File: config.mk
export PLATFORM = sky130hd
export DESIGN_NAME = fft_serializer
export DESIGN_NICKNAME = d
export VERILOG_FILES = /design/src/rtl/fft_serializer.sv
export SDC_FILE = /design/constraint.sdc
export NUM_CORES = 1
export LEC_CHECK = 0
export BUFFER_PORTS_ARGS = -buffer_cell sky130_fd_sc_hd__buf_2
export CORE_MARGIN = 4
export CORE_UTILIZATION = 50
export CTS_CLUSTER_DIAMETER = 150
export DETAILED_ROUTE_END_ITERATION = 10
export PLACE_DENSITY = 0.82
export SETUP_SLACK_MARGIN = 0.2
export SKIP_LAST_GASP = 1
export SLEW_MARGIN = 20
export SYNTH_ARGS = -nofsm -noshare
export SYNTH_HDL_FRONTEND = slang
export SYNTH_SLANG_ARGS = --single-unit
File: constraint.sdc
create_clock -name clk -period 1.9 [get_ports clk]
set_input_delay 0.38 -clock clk [delete_from_list [all_inputs] [get_ports clk]]
set_output_delay 0.38 -clock clk [all_outputs]
set_load 0.05 [all_outputs]
File: src/rtl/fft_serializer.sv
// Purpose: unpacks one captured 16-bin spectrum frame into a bin-0-first word stream.
// Latency: a frame captured at edge N presents bin 0 from cycle N+1; one bin per cycle at full rate.
// Backpressure: out_ready low holds state and outputs; frames arriving mid-stream are dropped and flagged.
module fft_serializer #(
    parameter int W = 32
) (
    input  logic         clk,
    input  logic         rst,
    input  logic         fft_valid,
    input  logic [W-1:0] fft_d0,
    input  logic [W-1:0] fft_d1,
    input  logic [W-1:0] fft_d2,
    input  logic [W-1:0] fft_d3,
    input  logic [W-1:0] fft_d4,
    input  logic [W-1:0] fft_d5,
    input  logic [W-1:0] fft_d6,
    input  logic [W-1:0] fft_d7,
    input  logic [W-1:0] fft_d8,
    input  logic [W-1:0] fft_d9,
    input  logic [W-1:0] fft_d10,
    input  logic [W-1:0] fft_d11,
    input  logic [W-1:0] fft_d12,
    input  logic [W-1:0] fft_d13,
    input  logic [W-1:0] fft_d14,
    input  logic [W-1:0] fft_d15,
    input  logic         out_ready,
    output logic         out_valid,
    output logic [W-1:0] out_d,
    output logic [3:0]   out_idx,
    output logic         out_sof,
    output logic         out_eof,
    output logic         busy,
    output logic         overflow
);

    typedef enum logic {
        S_IDLE = 1'b0,
        S_SEND = 1'b1
    } state_t;

    state_t         state_q, state_d;
    logic [3:0]     idx_q, idx_d;
    logic           ovf_q, ovf_d;
    logic [W-1:0]   frame_q  [16];
    logic [W-1:0]   frame_in [16];

    logic           xfer;
    logic           last;
    logic           capture;
    logic           drop;

    // Gather the parallel bin ports into an indexable array.
    assign frame_in[0]  = fft_d0;
    assign frame_in[1]  = fft_d1;
    assign frame_in[2]  = fft_d2;
    assign frame_in[3]  = fft_d3;
    assign frame_in[4]  = fft_d4;
    assign frame_in[5]  = fft_d5;
    assign frame_in[6]  = fft_d6;
    assign frame_in[7]  = fft_d7;
    assign frame_in[8]  = fft_d8;
    assign frame_in[9]  = fft_d9;
    assign frame_in[10] = fft_d10;
    assign frame_in[11] = fft_d11;
    assign frame_in[12] = fft_d12;
    assign frame_in[13] = fft_d13;
    assign frame_in[14] = fft_d14;
    assign frame_in[15] = fft_d15;

    // Handshake events and next-state: a new frame is taken when idle or exactly on the final
    // transfer, giving zero-bubble back-to-back frames; any other arrival is a drop.
    always_comb begin
        xfer    = out_valid && out_ready;
        last    = xfer && (idx_q == 4'd15);
        capture = fft_valid && ((state_q == S_IDLE) || last);
        drop    = fft_valid && (state_q == S_SEND) && !last;

        state_d = state_q;
        idx_d   = idx_q;
        ovf_d   = ovf_q | drop;

        if (capture) begin
            state_d = S_SEND;
            idx_d   = 4'd0;
        end else if (last) begin
            state_d = S_IDLE;
            idx_d   = 4'd0;
        end else if (xfer) begin
            idx_d   = idx_q + 4'd1;
        end
    end

    // Control registers: state, bin index and the sticky overflow flag.
    always_ff @(posedge clk or negedge rst) begin
        if (!rst) begin
            state_q <= S_IDLE;
            idx_q   <= 4'd0;
            ovf_q   <= 1'b0;
        end else begin
            state_q <= state_d;
            idx_q   <= idx_d;
            ovf_q   <= ovf_d;
        end
    end

    // Frame buffer: all 16 bins written together on capture, untouched by dropped frames.
    always_ff @(posedge clk or negedge rst) begin
        if (!rst) begin
            for (int k = 0; k < 16; k++) begin
                frame_q[k] <= '0;
            end
        end else if (capture) begin
            for (int k = 0; k < 16; k++) begin
                frame_q[k] <= frame_in[k];
            end
        end
    end

    // Output decode from registered state only, so outputs are stable until the transfer.
    always_comb begin
        out_valid = (state_q == S_SEND);
        out_d     = out_valid ? frame_q[idx_q] : '0;
        out_idx   = out_valid ? idx_q : 4'd0;
        out_sof   = out_valid && (idx_q == 4'd0);
        out_eof   = out_valid && (idx_q == 4'd15);
        busy      = out_valid;
        overflow  = ovf_q;
    end

endmodule
==> metrics.md, run 1 <==
| Metric | Value |
|---|---|
| Crit path cell chain | `buf_12, buf_16, mux2i_4, a22oi_2, buf_4, a22oi_2, o211ai_1, clkbuf_16` |
| Tmin final | `between 3 and 4 ns` |
| Post-route ant nets | `0` |
| Initial Utilization | `50.8%` |
| Buffers on Ports | `between 500 and 600` |
| GPL Wtd Cong | `roughly 0.9` |
| Syn. warnings | `0` |
| Worst-path maximum fanout | `8` |
| HPWL after DPL | `around 66000 um` |
| Clock Path Buffers | `3` |
| Setup Viol. Count Final | `approximately 550` |
| Crit path launch type | `flop` |
| Synth Cell Area | `about 26000 um^2` |
| Fraction of layout instances using a drive strength above 1 | `a little over 60%` |
| TritonRoute pass-1 iters | `6` |
| Skew-Pair Late Insertion Delay | `about 0.64 ns` |
| Vias per cell | `6.08` |
| Core area | `51600 um^2` |
| Crit share post-route | `170%` |
| Largest net degree at the start of global routing | `between 60 and 70` |
| Final nets | `approximately 3.2k` |
| Slew headroom | `61.7%` |
| Rows | `a little over 80` |
| Pwr dens | `roughly 1800 nW/um^2` |
| FILL cells | `roughly 2.6k` |
| F_max | `0.310 GHz` |
| CP most frequent cell | `a22oi_2` |
| Seq/Total Area, Yosys | `49.4%` |
| Ys async rst share | `100%` |
| Clk_skew | `around 0.027 ns` |
| IO Pins | `between 500 and 600` |
| Final number of hold-violating endpoints | `0` |
| CP max stage delay | `0.59 ns` |
| WL final | `119000 um` |
| Top delay family on crit path | `buffers and inverters` |
| Die ar. | `56200 um^2` |
| Initial antenna violation count | `20` |
| Status | `finished with violations` |
| Setup WS pre-CTS | `-1.02 ns` |
| Crit path arrival time | `about 2.9 ns` |
| P&R area growth vs syn | `52.0%` |
| All-Layer GR Usage | `roughly 36%` |
| Global-route wire length before repair | `about 150000 um` |
| Crit path buf inv count | `4` |
| Failing checks | `negative setup slack` |
| Routed wire per std cell | `roughly 35 um` |
| Final Worst Setup Slack | `-1.33 ns` |
| Number of synthesized flops with an enable pin | `0` |
| RSZ-0062 raised after global routing | `true` |
| Die Wd | `around 240 um` |
| Clk sinks | `between 500 and 600` |
| Via count | `approximately 21k` |
| Critical Path End Type | `output port` |
| Worst Setup Path Type | `reg -> out` |
| Post-synthesis sequential element count | `~520` |
| Vias in the first global route | `22.2k` |
| HP Class | `in -> reg` |
| Area of the multi-input gates | `roughly 13000 um^2` |
| H-tree levels | `2` |
| Syn nets | `between 2k and 2.5k` |
| Fin. max-slew vios | `0` |
| Mean post-synth cell area | `16.9 um^2` |
| Clock buffer count from CTS | `57` |
| Leak | `around 0.018 uW` |
| Detailed Route Iter0 Violations | `just over 2k` |
| Most frequent cells in the layout | `buf_2, dfrtp_1, mux2_4` |
| Least-Margin Pin Slew | `0.559 ns` |
| DIE HEIGHT | `about 240 um` |
| Total Power | `about 73000 uW` |
| Synth unique cells | `37` |
| Max-cap violation count | `0` |
| Required time worst endpoint | `1.52 ns` |
| Peak supply drop | `~0.0012 V` |
| Top_reg_cell synth | `dfrtp_1` |
| Storage cell area | `between 10000 and 15000 um^2` |
| DRC | `0` |
| Clk pin slew, worst setup/hold paths | `approximately 0.070 ns` |
| Commonest non-fill, non-tap cell in the layout | `buf_2` |
| CTS tree | `done` |
| CTS root buf | `clkbuf_16` |
| Mapped Cells | `between 1.5k and 2k` |
| Slowest CP cell | `dfrtp_4` |
| Grt ovf | `0` |
## synth_stat cells (all sizes together), types with 2 or more instances
cell,instances,area (um^2)
a22oi,74,556
nor2b,3,18.8
ha,2,25.0
inv,4,15.0
a221oi,5,43.8
o211ai,21,158
and2,7,46.3
mux2i,123,1230
nand2,17,63.8
buf,100,1470
nand3,43,215
a21oi,2,10.0
dfrtp,518,13000
o21ai,17,85.1
nor2,6,22.5
clkbuf,19,71.3
mux4,70,1580
o31ai,2,15.0
mux2,512,7570
## routing by layer
metal | vias up | global-route usage (%) | share of wire (%)
met5 | - | 0 | 0.096
met4 | 18 | 20.7 | 8.7
met3 | 578 | 8.41 | 9.1
met2 | 1520 | 60.7 | 48
met1 | 10700 | 43.0 | 34
li1 | 8172 | - | -
## worst reg2reg max path, cell delays in order (launching register included)
cell and delay [ns]:
dfrtp_4 0.59, buf_6 0.17, clkbuf_16 0.15, buf_6 0.11
buf_6 0.11, ha_4 0.16, nand4_1 0.09, nand2_1 0.08
and2_4 0.24, buf_12 0.16, buf_16 0.14, buf_12 0.14
buf_12 0.14, mux2_4 0.30
## final cells by class
| class | instances | share of cell area (%) |
|---|---|---|
| tap | 680 | 2.13 |
| sequential | 518 | 32.5 |
| multi-input combinational | 917 | 31.9 |
| inverter | 4 | 0.0439 |
| timing repair buffer | 1215 | 28.6 |
| clock inverter | 20 | 0.455 |
| antenna | 12 | 0.0753 |
| clock buffer | 84 | 4.24 |
## power by group
group	internal, uW	switching (uW)	leakage, uW
clock network	6430	5050	0.000925
logic	20600	19300	0.0111
registers	16500	4750	0.00632
## state kept, by name, summed over array words and instances (netlist names)
signal,cells
idx_q,4
frame_q,512
busy,1
overflow,1
## through the flow
stage	hold WS (ns)	setup TNS (ns)	instances	util, %	cell area, um^2
floorplan	0.0844	-11.93	1555	-	26400
global placement	0.351	-262.04	2840	58.9	30400
detailed placement	0.350	-296.65	2840	58.9	30400
CTS	0.0000425	-344.99	3330	71.8	37100
global route	-0.0102	-433.07	3445	77.2	39900
finish	0.00834	-396.07	3450	77.2	39900
## what timing repair did
item	4_1_cts	5_1_grt
pin swaps	15	35
gates cloned	15	56
resized for setup	144	258
hold endpoints to repair	369	3
endpoints found under the setup margin	557	558
setup buffers	22	49
hold buffers	349	3
## kinds of logic after synthesis
logic type | after synthesis | synth area share [%]
AOI/OAI and AO/OA | 124 | 3.40
adders and majority gates | 2 | 0.0954
buffers and inverters | 123 | 5.93
muxes | 705 | 39.6
xor gates and xnor gates | 1 | 0.0334
DFF | 518 | 49.4
and+or+nand+nor | 82 | 1.56
## worst paths after layout
kind	from	cells past startpoint	end	slack, ns
worst max-delay path	idx_q[0]	8	out_d[13]	-1.33
worst max register to register	idx_q[0]	13	frame_q[91]	-0.78
min in group asynchronous	rst	2	frame_q[75]	0.30
worst min register to register	overflow	1	overflow	0.49
worst min-delay path	fft_d10[22]	2	frame_q[182]	0.008
max in group asynchronous	rst	3	frame_q[252]	0.84
Power figures use the tool's default switching activity.
==> inputs of run 2 (changes only) <==
SETUP_SLACK_MARGIN = 0.4   (was 0.2)
==> run 2 against run 1 <==
  * The flow still finishes with violations (negative setup slack)
  * Clock-buffer cell count down 14
  * Largest power group unchanged
  * Maximum frequency up 4.2%
  * Cell count down 3.0%
  * Worst setup slack better by 0.13 ns
  * First-iteration DRC count down 12%
  * Critical endpoint is now out_d[24]
  * Worst hold slack better by 0.0056 ns
  * Design area down 7.2%
  * Register-to-register slack better by 0.16 ns
==> metrics.md, run 2 (synthesized netlist as in run 1, its figures left out) <==
| Metric | Value |
|---|---|
| Status | `finished with violations` |
| Failing checks | `negative setup slack` |
| P&R area growth vs syn | `41.0%` |
| Crit path arrival time | `2.72 ns (-0.13 ns)` |
| Combinational Power Share | `52.3% (-2.7 points)` |
| Via count | `19.6k (-6.4%)` |
| Vias per cell | `5.87 (-3.5%)` |
| Fin cells | `3346 (-3.0%)` |
| Clk sinks | `518 (unchanged)` |
| Tmin final | `3.10 ns (-0.130 ns)` |
| Max reg flops | `512 (unchanged)` |
| Clock buffer count from CTS | `55 (-3.5%)` |
| Slowest CP cell | `mux4_2` |
| F_max | `0.323 GHz (+4.2%)` |
| Sequential fraction of design power | `30.4% (+1.2 points)` |
| Clock Path Buffers | `3 (unchanged)` |
| Clock share of power | `17.3% (+1.5 points)` |
| Final nets | `3125 (-3.3%)` |
| Fin area | `37000 um^2 (-7.2%)` |
| Setup WS pre-CTS | `-0.721 ns (+0.301 ns)` |
| Critical Path End Type | `output port` |
| Post-route ant nets | `0 (unchanged)` |
| Global-route wire length before repair | `147000 um (-2.5%)` |
| Most frequent cells in the layout | `buf_2, dfrtp_1, mux2_4` |
| Dpl cells | `2871 (+1.1%)` |
| GPL Wtd Cong | `0.961 (+4.5%)` |
| HPWL after DPL | `63200 um (-3.8%)` |
| DRC | `0 (unchanged)` |
| HP Class | `in -> reg` |
| IO Pins | `557 (unchanged)` |
| Fraction of layout instances using a drive strength above 1 | `57.6% (-3.0 points)` |
| Psw | `26000 uW (-11%)` |
| Final Worst Setup Slack | `-1.20 ns (+0.130 ns)` |
| Worst-path maximum fanout | `23 (+15)` |
| Largest reg by FF count | `frame_q` |
| Leak | `0.0173 uW (-5.6%)` |
| Setup Viol. Count Final | `552 (-0.36%)` |
| Placed inst area | `30800 um^2 (+1.1%)` |
| Rows | `83 (unchanged)` |
| RSZ-0062 raised after global routing | `true` |
| Buffers on Ports | `556 (unchanged)` |
| Max-cap violation count | `0 (unchanged)` |
| Clk_skew | `0.0216 ns (-0.00562 ns)` |
| Pwr dens | `1840 nW/um^2 (+0.75%)` |
| Peak supply drop | `0.00132 V (+8.3%)` |
| H-tree levels | `2 (unchanged)` |
| Biggest regs | `frame_q x512, idx_q x4` |
| Initial antenna violation count | `14 (-30%)` |
| Top delay family on crit path | `buffers and inverters` |
| Detailed Route Iter0 Violations | `1800 (-12%)` |
| Vias in the first global route | `22.3k (+0.46%)` |
| Worst Setup Path Type | `reg -> out` |
| Initial Utilization | `50.8% (unchanged)` |
| CTS root buf | `clkbuf_16` |
| Least-Margin Pin Slew | `0.488 ns (-0.0713 ns)` |
| Fin. max-slew vios | `0 (unchanged)` |
| Crit path buf inv count | `3 (-1)` |
| Switching Share | `38.3% (-1.8 points)` |
| Int Pwr | `41900 uW (-3.7%)` |
| Slew headroom | `67.3% (+5.7 points)` |
| Total negative setup slack | `-298.25 ns (+97.82 ns)` |
| DIE HEIGHT | `237 um (unchanged)` |
| Crit path launch type | `flop` |
| Required time worst endpoint | `1.52 ns (about the same)` |
| Die ar. | `56200 um^2 (unchanged)` |
| Grt ovf | `0 (unchanged)` |
| Largest net degree at the start of global routing | `85 (+33%)` |
| CP max stage delay | `0.55 ns (-0.04 ns)` |
| Die Wd | `237 um (unchanged)` |
| Commonest non-fill, non-tap cell in the layout | `buf_2` |
| Final number of hold-violating endpoints | `0 (unchanged)` |
| Routed wire per std cell | `30.4 um (-12%)` |
| CTS tree | `done` |
| WL final | `102000 um (-15%)` |
| Layout Utilization | `71.7% (-5.6 points)` |
| Core area | `51600 um^2 (unchanged)` |
| TritonRoute pass-1 iters | `6 (unchanged)` |
| Clk pin slew, worst setup/hold paths | `0.06 ns (about the same)` |
| Skew-Pair Late Insertion Delay | `0.61 ns (-0.03 ns)` |
| Crit path cell chain | `buf_16, buf_12, mux4_2, a22oi_1, o211ai_1, buf_4` |
| Crit share post-route | `163% (-6.9 points)` |
| All-Layer GR Usage | `35.1% (-1.1 points)` |
run 2: area by class of cell:
class / instances / area (um^2)
Multi-Input combinational cell: 914 / 12100
Clock inverter: 32 / 385
Timing Repair Buffer: 1114 / 9090
Clock buffer: 70 / 1550
Inverter: 4 / 18.8
Tap cell: 680 / 851
Sequential cell: 518 / 13000
Antenna cell: 14 / 35.0
Fill cell: 2947 / 14600
run 2: through the flow:
stage,hold slack [ns],power [uW]
4_1_cts,0.000150,65800
3_5_place_dp,0.320,52000
5_1_grt,-0.00223,69900
6_report,0.0140,67900
2_1_floorplan,0.0844,39700
3_3_place_gp,0.329,51200
run 2: power by group through the flow:
stage	Clock (uW)	Combinational, uW	Sequential (uW)
finish	11800	35600	20600
global route	12200	36700	21000
global placement	0	31500	19600
detailed placement	0	32000	19900
CTS	11600	34300	19900
floorplan	0	21200	18500
run 2: timing repair:
item / CTS / global route
hold endpoints to repair: 366 / 0
hold buffers: 336 / 0
gates resized for setup: 74 / 29
pin swaps: 13 / 6
cloned: 11 / 1
endpoints found under the setup margin: 559 / 559
buffers inserted: 8 / 3
run 2: routing by layer:
layer  track usage (%)  up-vias  part of all wire (%)
li1                  -     7909                     -
met1              42.1     9999                    36
met2              58.1     1280                    49
met3              7.73      439                   7.7
met4              21.4        6                   7.1
met5                 0        -                 0.033
run 2: final timing paths:
check	end	depth (start not counted)	start	slack, ns
worst max-delay path	out_d[24]	6	idx_q[0]	-1.20
worst max register to register	frame_q[492]	8	idx_q[0]	-0.62
max in group asynchronous	frame_q[473]	4	rst	0.76
worst min register to register	overflow	1	overflow	0.50
min in group asynchronous	frame_q[120]	2	rst	0.29
worst min-delay path	frame_q[345]	2	fft_d5[25]	0.01
